### config.mk
export PLATFORM = sky130hd
export DESIGN_NAME = alu_unit_flat
export DESIGN_NICKNAME = d
export VERILOG_FILES = /design/src/rtl/alu_pkg.sv /design/src/rtl/alu_if.sv /design/src/rtl/alu_core.sv /design/src/rtl/alu_unit.sv /design/src/flat_wrapper.sv
export SDC_FILE = /design/constraint.sdc
export NUM_CORES = 1
export LEC_CHECK = 0
export BUFFER_PORTS_ARGS = -buffer_cell sky130_fd_sc_hd__buf_4
export CORE_ASPECT_RATIO = 1.4
export CORE_UTILIZATION = 55
export DETAILED_ROUTE_END_ITERATION = 10
export GPL_TIMING_DRIVEN = 0
export PLACE_DENSITY = 0.86
export SETUP_SLACK_MARGIN = 0.4
export SLEW_MARGIN = 20
export SYNTH_ARGS = -nofsm -noshare
export SYNTH_HDL_FRONTEND = slang
export SYNTH_SLANG_ARGS = --single-unit
### constraint.sdc
create_clock -name clk -period 2 [get_ports clk]
set_input_delay 0.2 -clock clk [delete_from_list [all_inputs] [get_ports clk]]
set_output_delay 0.2 -clock clk [all_outputs]
set_load 0.03 [all_outputs]
### src/rtl/alu_pkg.sv
// rtl/alu_pkg.sv - opcode encoding and flag bundle shared by the ALU files
package alu_pkg;

  typedef enum logic [3:0] {
    OP_ADD  = 4'd0,
    OP_SUB  = 4'd1,
    OP_AND  = 4'd2,
    OP_OR   = 4'd3,
    OP_XOR  = 4'd4,
    OP_NAND = 4'd5,
    OP_NOR  = 4'd6,
    OP_XNOR = 4'd7,
    OP_NOT  = 4'd8,
    OP_SHL  = 4'd9,
    OP_SHR  = 4'd10,
    OP_ROL  = 4'd11,
    OP_ROR  = 4'd12,
    OP_INC  = 4'd13,
    OP_DEC  = 4'd14,
    OP_SLTU = 4'd15
  } op_e;

  typedef struct packed {
    logic carry;
    logic zero;
    logic negative;
    logic overflow;
  } alu_flags_t;

endpackage

### src/rtl/alu_if.sv
// rtl/alu_if.sv - operand/opcode request and registered result bundle
interface alu_if #(
  parameter int WIDTH = 8
);
  logic             in_valid;
  logic [WIDTH-1:0] A;
  logic [WIDTH-1:0] B;
  logic [3:0]       SEL;
  logic [WIDTH-1:0] OUT;
  logic             out_valid;
  logic             carry;
  logic             zero;
  logic             negative;
  logic             overflow;

  modport master (
    output in_valid, A, B, SEL,
    input  OUT, out_valid, carry, zero, negative, overflow
  );

  modport slave (
    input  in_valid, A, B, SEL,
    output OUT, out_valid, carry, zero, negative, overflow
  );
endinterface

### src/rtl/alu_core.sv
// rtl/alu_core.sv - combinational result and flag computation for every opcode
module alu_core import alu_pkg::*; #(
  parameter int WIDTH = 8
) (
  input  logic [WIDTH-1:0] a_i,
  input  logic [WIDTH-1:0] b_i,
  input  logic [3:0]       sel_i,
  output logic [WIDTH-1:0] result_o,
  output alu_flags_t       flags_o
);
  localparam int MSB = WIDTH - 1;
  localparam logic [WIDTH-1:0] ONE = {{(WIDTH-1){1'b0}}, 1'b1};

  logic [WIDTH-1:0] opb;
  logic [WIDTH:0]   sum;
  logic [WIDTH:0]   diff;
  logic [WIDTH-1:0] res;
  logic             c;
  logic             v;

  // INC/DEC reuse the adder/subtractor with a constant second operand
  assign opb  = (sel_i == OP_INC || sel_i == OP_DEC) ? ONE : b_i;
  assign sum  = {1'b0, a_i} + {1'b0, opb};
  assign diff = {1'b0, a_i} - {1'b0, opb};

  always_comb begin
    res = '0;
    c   = 1'b0;
    v   = 1'b0;
    case (sel_i)
      OP_ADD, OP_INC: begin
        res = sum[MSB:0];
        c   = sum[WIDTH];
        v   = (a_i[MSB] == opb[MSB]) && (sum[MSB] != a_i[MSB]);
      end
      OP_SUB, OP_DEC: begin
        res = diff[MSB:0];
        c   = diff[WIDTH];
        v   = (a_i[MSB] != opb[MSB]) && (diff[MSB] != a_i[MSB]);
      end
      OP_AND:  res = a_i & b_i;
      OP_OR:   res = a_i | b_i;
      OP_XOR:  res = a_i ^ b_i;
      OP_NAND: res = ~(a_i & b_i);
      OP_NOR:  res = ~(a_i | b_i);
      OP_XNOR: res = ~(a_i ^ b_i);
      OP_NOT:  res = ~a_i;
      OP_SHL: begin
        res = {a_i[MSB-1:0], 1'b0};
        c   = a_i[MSB];
      end
      OP_SHR: begin
        res = {1'b0, a_i[MSB:1]};
        c   = a_i[0];
      end
      OP_ROL: begin
        res = {a_i[MSB-1:0], a_i[MSB]};
        c   = a_i[MSB];
      end
      OP_ROR: begin
        res = {a_i[0], a_i[MSB:1]};
        c   = a_i[0];
      end
      OP_SLTU: res = {{(WIDTH-1){1'b0}}, diff[WIDTH]};
      default: res = '0;
    endcase
  end

  assign result_o          = res;
  assign flags_o.carry     = c;
  assign flags_o.zero      = (res == '0);
  assign flags_o.negative  = res[MSB];
  assign flags_o.overflow  = v;
endmodule

### src/rtl/alu_unit.sv
// rtl/alu_unit.sv - registered ALU stage with valid qualifier and async reset
module alu_unit import alu_pkg::*; #(
  parameter int WIDTH = 8
) (
  input logic  clk,
  input logic  rst_n,
  alu_if.slave bus
);
  logic [WIDTH-1:0] core_res;
  alu_flags_t       core_flags;

  logic [WIDTH-1:0] out_q, out_d;
  alu_flags_t       flags_q, flags_d;
  logic             valid_q, valid_d;

  alu_core #(.WIDTH(WIDTH)) u_core (
    .a_i      (bus.A),
    .b_i      (bus.B),
    .sel_i    (bus.SEL),
    .result_o (core_res),
    .flags_o  (core_flags)
  );

  // Result and flags hold across idle cycles; only the qualifier drops
  always_comb begin
    out_d   = bus.in_valid ? core_res   : out_q;
    flags_d = bus.in_valid ? core_flags : flags_q;
    valid_d = bus.in_valid;
  end

  always_ff @(posedge clk or negedge rst_n) begin
    if (!rst_n) begin
      out_q   <= '0;
      flags_q <= '0;
      valid_q <= 1'b0;
    end else begin
      out_q   <= out_d;
      flags_q <= flags_d;
      valid_q <= valid_d;
    end
  end

  assign bus.OUT       = out_q;
  assign bus.out_valid = valid_q;
  assign bus.carry     = flags_q.carry;
  assign bus.zero      = flags_q.zero;
  assign bus.negative  = flags_q.negative;
  assign bus.overflow  = flags_q.overflow;
endmodule

### src/flat_wrapper.sv
// flat-port wrapper written by rule: the top's interface ports become plain ports
module alu_unit_flat import alu_pkg::*;
#(
  parameter int WIDTH = 8
)
  (clk, rst_n, bus_in_valid, bus_A, bus_B, bus_SEL, bus_OUT, bus_out_valid, bus_carry, bus_zero, bus_negative, bus_overflow);
  alu_if #(.WIDTH(WIDTH)) bus_i ();
  input logic clk;
  input logic rst_n;
  input wire logic [$bits(bus_i.in_valid)-1:0] bus_in_valid;
  input wire logic [$bits(bus_i.A)-1:0] bus_A;
  input wire logic [$bits(bus_i.B)-1:0] bus_B;
  input wire logic [$bits(bus_i.SEL)-1:0] bus_SEL;
  output wire logic [$bits(bus_i.OUT)-1:0] bus_OUT;
  output wire logic [$bits(bus_i.out_valid)-1:0] bus_out_valid;
  output wire logic [$bits(bus_i.carry)-1:0] bus_carry;
  output wire logic [$bits(bus_i.zero)-1:0] bus_zero;
  output wire logic [$bits(bus_i.negative)-1:0] bus_negative;
  output wire logic [$bits(bus_i.overflow)-1:0] bus_overflow;
  assign bus_i.in_valid = bus_in_valid;
  assign bus_i.A = bus_A;
  assign bus_i.B = bus_B;
  assign bus_i.SEL = bus_SEL;
  assign bus_OUT = bus_i.OUT;
  assign bus_out_valid = bus_i.out_valid;
  assign bus_carry = bus_i.carry;
  assign bus_zero = bus_i.zero;
  assign bus_negative = bus_i.negative;
  assign bus_overflow = bus_i.overflow;
  alu_unit #(.WIDTH(WIDTH)) u_core (.clk(clk), .rst_n(rst_n), .bus(bus_i));
endmodule
---- Word level (Yosys, flattened, before mapping) ----
Cells that the tools add are included.
operators by class
  eq/ne operators ......................... 19
  bitwise gates (word level) .............. 7
  muxes and demuxes ....................... 4
  add/subtract/negate cells ............... 2
  reduce and logical (&&, ||, !) cells .... 9
operators with widths
  operator                                                               number
  8-bit case mux with 14 select lines                                    1
  4-bit equality test, second input constant                             8
  8-bit inverter                                                         4
  4-bit by 3-bit equality test with 1-bit output, second input constant  4
  8-bit by 8-bit adder with 9-bit output                                 1
  8-bit by 8-bit subtractor with 9-bit output                            1
  8-bit bitwise AND                                                      1
  4-bit by 2-bit equality test with 1-bit output, second input constant  2
  8-bit logical NOT                                                      1
  8-bit 2-to-1 mux                                                       1
  8-bit bitwise OR                                                       1
  2-bit OR reduction                                                     4
  8-bit bitwise XOR                                                      1
  4-bit by 1-bit equality test with 1-bit output, second input constant  1
  4-bit logical NOT                                                      1
  1-bit case mux with 4 select lines                                     1
  1-bit inequality test                                                  3
  1-bit logical AND                                                      2
  1-bit case mux with 2 select lines                                     1
  1-bit equality test                                                    1
  1-bit logical OR                                                       1
word-level totals
  output and inout port bits .............. 13
  input bits .............................. 23
  logic and storage cells ................. 47
  bits in registers ....................... 13

---- Depth between registers and ports, before layout ----
Gate-level depths: netlist (run 1).
  depth after elaboration ................. 7
  depth in mapped cells ................... 14
  gate-level depth less buffers ........... 13

---- Cells and area by module ----
Synthesis (run 1) repeated with hierarchy kept, for this count alone.
second synthesis, totals
  cells, all modules ...................... 327
  area total of the unflattened synthesis .. 2,578.7 um^2
by module, submodules not included
  module    seq. area each (um^2)  area each (um^2)  cells each  instances
  alu_core  0.0                    2,069.5           301         1
  alu_unit  325.3                  509.2             26          1

---- Worst setup path after synthesis (run 1) ----
OpenSTA, ideal clock, no wires.
  kind .................................... input port to flip-flop
  from .................................... input port bus_SEL[0]
  to ...................................... register u_core.flags_q (netlist bit u_core.bus.zero)
  stages .................................. 14
  buffers on the path ..................... 1
  arrival time ............................ 2.878 ns
  setup time .............................. 0.130 ns
  slack ................................... -1.009 ns
  data required time ...................... 1.870 ns
  cell sequence ........................... buf_2 -> nand2b_1 -> a21o_1 -> nand2_1 -> ha_1 -> inv_1 -> fa_1 -> a21o_1 -> a2111o_1 -> a21oi_1 -> nor2b_1 -> or4_1 -> a32oi_2 -> o41ai_1
between the ends
  cells in the longest elaborated chain, start to end .. 6
  elaborated cells between the ends (all ways) .. 24
  those cells by class .................... add/sub (2); eq/ne (15); mux (2); reduce/logical (5)
ends and longest elaborated chain
  item                                                                                                          RTL line                        text
  from (decl)                                                                                                   flat_wrapper.sv:13              input wire logic [$bits(bus_i.SEL)-1:0] bus_SEL;
  4-bit equality test                                                                                           alu_core.sv:22, alu_core.sv:30
  1-bit logical OR                                                                                              alu_core.sv:22                  assign opb = (sel_i == OP_INC || sel_i == OP_DEC) ? ONE : b_i;
  8-bit 2-to-1 mux                                                                                              alu_core.sv:22
  8-bit by 8-bit subtractor with 9-bit output / 8-bit by 8-bit adder with 9-bit output (equally long branches)  alu_core.sv:24, alu_core.sv:23
  8-bit case mux with 14 select lines (*)                                                                       alu_core.sv:30                  case (sel_i)
  8-bit logical NOT (*)                                                                                         alu_core.sv:71                  assign flags_o.zero = (res == '0);
  to (signal assigned)                                                                                          alu_unit.sv:38                  flags_q <= flags_d;
  to (decl)                                                                                                     alu_unit.sv:13                  alu_flags_t flags_q, flags_d;
Mark *: on every way between the ends. The rest lies on a longest branch, timed or not.
A chain may end at the register's enable or synchronous reset.

---- Worst setup path in the final report (run 1) ----
  from .................................... input port bus_SEL[1]
  to ...................................... register u_core.flags_q (netlist bit u_core.bus.zero)
Same word-level chain as after synthesis.

==> results of run 1 <==
cells in the final DEF, fill, tap and decap left out, types with 5 or more instances in the layout:
cell type,n
buf_4,52
inv_1,34
ha_1,28
nand2_1,26
nor2_1,17
a21oi_1,14
dfrtp_1,12
nor2b_1,10
nand3_1,9
buf_6,7
mux2i_1,7
o21ai_0,7
buf_2,6
nor3_1,6
a22o_1,5
nor3b_1,5
kinds of logic after synthesis:
kind of cell	after synthesis	synth area share
flip-flops	12	0.118
XOR/XNOR	3	0.0103
AO/OA/AOI/OAI	101	0.304
AND/OR/NAND/NOR	111	0.232
adder cells (fa/ha/maj)	35	0.178
buffers and inverters	59	0.116
multiplexers	10	0.0409
through the flow:
stage                     cells  setup TNS, ns  setup slack, ns
after floorplan             331          -4.09           -0.854
after global placement      425          -8.25            -1.27
after detailed placement    425          -8.67            -1.31
after CTS                   442          -5.07           -0.898
after global routing        447          -6.56            -1.05
final                       447          -5.86           -0.976
power by group through the flow:
stage | clock network [W] | logic [W] | registers [W]
global route | 0.000222 | 0.00107 | 0.000305
CTS | 0.000210 | 0.000929 | 0.000301
floorplan | 0 | 0.000510 | 0.000375
detailed placement | 0 | 0.000838 | 0.000304
global placement | 0 | 0.000819 | 0.000302
finish | 0.000210 | 0.00100 | 0.000303
what timing repair did:
action	CTS	global route
hold endpoints to repair	12	0
buffers inserted	13	5
pin swaps	13	10
setup endpoints to repair	11	11
hold buffers	1	0
gates resized for setup	26	13
final cells by class:
class	count	area [µm²]	share of cell area
multi-input cells	260	2230	0.657
repair buffers	53	428	0.126
flip-flops and latches	12	300	0.0886
plain buffers	22	175	0.0517
inverters	37	141	0.0417
well taps	60	75.1	0.0221
clock buffers	3	41.3	0.0122
sequential cells by signal (all words and copies together), names as in the netlist:
signal and flops:
u_core.bus.overflow 1, u_core.bus.out_valid 1, u_core.bus.carry 1, u_core.bus.OUT 7, u_core.bus.zero 1, u_core.bus.negative 1
how the worst min path moves through the flow:
| stage | startpoint | end | slack, ns |
|---|---|---|---|
| after detailed placement | rst_n | u_core.bus.zero | 0.04 |
| after global placement | rst_n | u_core.bus.carry | 0.04 |
| after CTS | bus_in_valid | u_core.bus.out_valid | 0.08 |
| after global routing | bus_in_valid | u_core.bus.out_valid | 0.08 |
| final | bus_in_valid | u_core.bus.out_valid | 0.08 |
| after floorplan | rst_n | u_core.bus.OUT[0] | -0.1 |
layer usage:
metal,vias up,share of wire,track usage
met5,-,0,0
met4,0,0.047,0.202
met3,41,0.074,0.0358
met2,197,0.50,0.618
met1,1362,0.37,0.382
li1,1337,-,-
==> results.md, run 1 <==
- Initial core utilization: 0.585
- Netlist cell types: 64
- Via density: 6.57
- Deepest clock path buffer count: 2
- Hold path depth: 1
- Core ar.: 0.00434 mm²
- # clock sinks: 12
- Final worst setup slack: -0.976 ns
- CP Max Fanout: 6
- Netlist Area Pre-Place: 0.00254 mm²
- Seq cells post-synth: 12
- Pin count of the biggest net entering global routing: 13
- Synth top area share: 0.163
- Power Dens Cells: 447 mW/mm²
- Hpwl dp: 6170 µm
- Int Power: 0.000848 W
- Max Clk Rate: 336 MHz
- Switching share of power: 0.440
- Most numerous cell in the Yosys netlist: inv_1
- Status: finished with violations
- Die area: 0.00490 mm²
- Via count: 2937
- Worst setup path class: in -> reg
- Pwr Total: 0.00151 W
- Comb power frac: 0.662
- FF-to-FF Start: u_core.bus.negative
- Ys Warns: 0
- Sequential fraction of the synthesis area: 0.118
- First-pass GRT wire length: 12700 µm
- Final Hold Fails: 0
- # fillers: 317
- Num CTS Buffers: 3
- CP max stage delay: 0.44 ns
- Drt pass-1 iters: 5
- Synth top cells by count: inv_1, ha_1, nand2_1
- Number of max-cap violations: 0
- CTS clock-pin slew for the worst setup and hold paths: 0.05 ns
- WL final: 8630 µm
- Minimum clock period: 2.98 ns
- Global-route usage over all layers: 0.343
- WP depth: 15
- Vias in the first global route: 2679
- Remaining Overflow, GRT: 0
- Worst min-delay path class: in -> reg
- R2r setup slk: 1.21 ns
- DR iter-0 viols: 191
- Async S/R FF share, synth: 1.00
- Fin. max-slew vios: 0
- Unrepaired setup endpoints after global routing: yes
- Root buffer cell: clkbuf_8
- Share of cells above drive strength 1: 0.315
- Synth top area cells: ha_1, dfrtp_1, inv_1, nand2_1, a21oi_1
- Final period utilization: 1.49
- Residual DRC: 0
- Fin nets: 447
- Final setup vio count: 10
- H-Tree Depth: 1
- Yosys top cell by area: ha_1
- Post-synth EDFFs: 0
- WHS: 0.0837 ns
- R2R cell count: 1
- Top delay family on crit path: compound AO/OA/AOI/OAI gates
- Buffers & Inverters on Critical Path: 3
- P&R area growth vs syn: 33.4%
- Chip Height: 82.4 µm
- Initial antenna violation count: 0
- Boundary pin count: 36
- Gpl congestion: 0.970
- CP Launch Type: input port
- Post-DP Area: 0.00299 mm²
- Final Cell Area: 0.00339 mm²
- TritonCTS clock tree: yes
- Detail Route Antenna Nets: 0
- Crit path capture: u_core.bus.zero
- Switching pwr: 0.000666 W
- Diode count: 0
- Worst-path cell chain: buf_8 -> buf_6 -> nand2b_4 -> a21o_4 -> nand2_4 -> ha_4 -> inv_2 -> fa_2 -> a21o_1 -> a2111o_1 -> a21oi_2 -> nor2b_1 -> or4_1 -> a32oi_2 -> o41ai_1
- Req. time, crit path: 2.11 ns
- Post-synthesis area per instance: 7.67 µm²
- Slew HR: 0.381
- Avg WL per Cell: 19.3 µm
- Failing checks: negative setup slack
- Sequential Power Share: 0.200
- CP startpoint: bus_SEL[1]
- Width of the die: 59.4 µm
- Synth Flop Type: dfrtp_1
- Input/output buffers: 34
- Syn_nets: 389
- Reg2reg end: u_core.bus.negative
- Row count: 28
- Final Skew: 0 ns
- Post-Syn Instances: 331
- LEAKAGE: 1.58 nW
- Least-Margin Pin Slew: 0.925 ns
- CP Capture Type: flop
- Slowest CP cell: a2111o_1
- Util after Layout: 0.780
- Clock share of power: 0.138
- Worst-Skew Late Latency: 0.23 ns
- Critical Path AT: 3.08 ns
- Worst vdd ir: 179 µV
Note: power is estimated with default switching activity, not from simulation.
==> run 2: changes to the inputs <==
- BUFFER_PORTS_ARGS: -buffer_cell sky130_fd_sc_hd__buf_4 -> unset
- DONT_BUFFER_PORTS: unset -> 1
- GPL_TIMING_DRIVEN: 0 -> unset
- PLACE_DENSITY: 0.86 -> 0.79
==> run 2 against run 1 <==
Compared with the run above:
- the run still ends with negative setup slack left
- sequential power increased by 28%
- critical path depth decreased by 2
- utilization decreased by 1.6 points
- cell area decreased by 2.1%
- clock skew unchanged
- first-iteration DRC count increased by 48%
- via count decreased by 0.82%
- global-route usage increased by 0.96 points
- clock power increased by 25%
- largest power group unchanged
==> results.md, run 2 (synthesis results as in run 1) <==
- Status: finished with violations (unchanged)
- Failing checks: negative setup slack (unchanged)
- H-Tree Depth: 1 (unchanged)
- Final Hold Fails: 0 (unchanged)
- Least-Margin Pin Slew: 0.578 ns (was 0.925 ns)
- Diode count: 0 (unchanged)
- Share of cells above drive strength 1: 0.307 (was 0.315)
- Worst vdd ir: 199 µV (was 179 µV)
- R2r setup slk: 0.93 ns (was 1.21 ns)
- Hpwl dp: 6070 µm (was 6170 µm)
- Initial antenna violation count: 0 (unchanged)
- Dpl cells: 416 (was 425)
- Root buffer cell: clkbuf_8 (unchanged)
- Slowest CP cell: or4_4 (was a2111o_1)
- CP Launch Type: input port (unchanged)
- P&R area growth vs syn: 30.7% (was 33.4%)
- TritonCTS clock tree: yes (unchanged)
- First-pass GRT wire length: 12900 µm (was 12700 µm)
- Final Cell Area: 0.00332 mm² (was 0.00339 mm²)
- Final Skew: 0 ns (unchanged)
- Req. time, crit path: 2.18 ns (was 2.11 ns)
- Number of max-cap violations: 0 (unchanged)
- # clock sinks: 12 (unchanged)
- Core ar.: 0.00434 mm² (unchanged)
- Power Dens Cells: 450 mW/mm² (was 447 mW/mm²)
- Final TNS setup: -3.69 ns (was -5.86 ns)
- Final Non-Filler Cells: 434 (was 447)
- Worst setup path class: in -> reg (unchanged)
- CTS clock-pin slew for the worst setup and hold paths: 0.05 ns (about the same)
- Unrepaired setup endpoints after global routing: yes (unchanged)
- Row count: 28 (unchanged)
- Worst min-delay path class: in -> reg (unchanged)
- Pin count of the biggest net entering global routing: 46 (was 13)
- Worst-Skew Late Latency: 0.24 ns (was 0.23 ns)
- Commonest non-fill, non-tap cell in the layout: buf_4 (unchanged)
- Deepest clock path buffer count: 2 (unchanged)
- Slew HR: 0.612 (was 0.381)
- Worst-path cell chain: nand2b_4 -> a21o_4 -> nand2_4 -> ha_4 -> inv_2 -> fa_2 -> a21o_1 -> a2111o_1 -> a21oi_2 -> nor2b_2 -> or4_4 -> a32oi_4 -> mux2_4 (was buf_8 -> buf_6 -> nand2b_4 -> a21o_4 -> nand2_4 -> ha_4 -> inv_2 -> fa_2 -> a21o_1 -> a2111o_1 -> a21oi_2 -> nor2b_1 -> or4_1 -> a32oi_2 -> o41ai_1)
- Fin. max-slew vios: 0 (unchanged)
- Largest register FFs: 7 (unchanged)
- Via count: 2913 (was 2937)
- Die area: 0.00490 mm² (unchanged)
- Remaining Overflow, GRT: 0 (unchanged)
- Drt pass-1 iters: 5 (unchanged)
- Chip Height: 82.4 µm (unchanged)
- WHS: 0.0348 ns (was 0.0837 ns)
- Reg area: 300 µm² (unchanged)
- Width of the die: 59.4 µm (unchanged)
- LEAKAGE: 1.53 nW (was 1.58 nW)
- Fin nets: 433 (was 447)
- Pwr Total: 0.00149 W (was 0.00151 W)
- Most frequent cells in the layout: buf_4, inv_1, ha_1 (unchanged)
- Boundary pin count: 36 (unchanged)
- Num CTS Buffers: 3 (unchanged)
- CP Capture Type: flop (unchanged)
- CP Max Fanout: 45 (was 6)
- Gpl congestion: 0.931 (was 0.970)
- Vias in the first global route: 2722 (was 2679)
- Avg WL per Cell: 20.5 µm (was 19.3 µm)
- Area of the multi-input gates: 0.00226 mm² (was 0.00223 mm²)
- Residual DRC: 0 (unchanged)
- Final setup vio count: 10 (unchanged)
- WL final: 8890 µm (was 8630 µm)
- Final worst setup slack: -0.683 ns (was -0.976 ns)
- Critical Path AT: 2.87 ns (was 3.08 ns)
- DR iter-0 viols: 283 (was 191)
- Input/output buffers: 0 (was 34)
- Final period utilization: 1.34 (was 1.49)
- # fillers: 315 (was 317)
- Minimum clock period: 2.68 ns (was 2.98 ns)
- Global-route usage over all layers: 0.353 (was 0.343)
- Via density: 6.71 (was 6.57)
- CP max stage delay: 0.43 ns (was 0.44 ns)
- Max Clk Rate: 373 MHz (was 336 MHz)
- Post-DP Area: 0.00291 mm² (was 0.00299 mm²)
- Initial core utilization: 0.585 (unchanged)
- Detail Route Antenna Nets: 0 (unchanged)
run 2: cell type report:
cell class / instances / area share
clock buffers: 4 / 0.0166
multi-input cells: 260 / 0.681
repair buffers: 61 / 0.146
inverters: 37 / 0.0426
well taps: 60 / 0.0226
flip-flops and latches: 12 / 0.0905
run 2: stage by stage:
step / setup WS [ns] / utilization
CTS: -0.551 / 0.738
global placement: -0.790 / 0.671
finish: -0.683 / 0.764
global route: -0.809 / 0.764
detailed placement: -0.862 / 0.671
floorplan: -0.854 / -
run 2: layer usage:
metal,share of wire,global-route usage,vias to the layer above
met3,0.081,0.0530,45
met5,0,0,-
met1,0.37,0.384,1379
met2,0.50,0.616,190
met4,0.048,0.245,0
li1,-,-,1299
run 2: final timing paths:
kind / endpoint / start / cells after the start
max: u_core.bus.OUT[0] / bus_SEL[0] / 13
min: u_core.bus.OUT[6] / bus_in_valid / 1
max reg2reg: u_core.bus.negative / u_core.bus.negative / 1
min reg2reg: u_core.bus.overflow / u_core.bus.overflow / 2
max in group asynchronous: u_core.bus.OUT[1] / rst_n / 1
min in group asynchronous: u_core.bus.OUT[6] / rst_n / 1
run 2: what timing repair did:
action / CTS / global route
endpoints found under the setup margin: 11 / 11
buffers inserted: 6 / 6
pin swaps: 16 / 10
endpoints found under the hold margin: 13 / 0
hold buffers: 2 / 0
resized for setup: 32 / 12
run 2: power by group:
group	internal [W]	switching (W)	leakage, nW
Combinational	0.000431	0.000415	1.35
Sequential	0.000278	0.000109	0.145
Clock	0.000174	0.0000885	0.0288
Total	0.000883	0.000612	1.53
run 2: critical path: cells and delay by family:
| kind | cells | cell delay [ns] |
|---|---|---|
| AO/OA/AOI/OAI | 5 | 1.28 |
| adder cells (fa/ha/maj) | 2 | 0.47 |
| buffers and inverters | 1 | 0.04 |
| multiplexers | 1 | 0.18 |
| AND/OR/NAND/NOR | 4 | 0.69 |
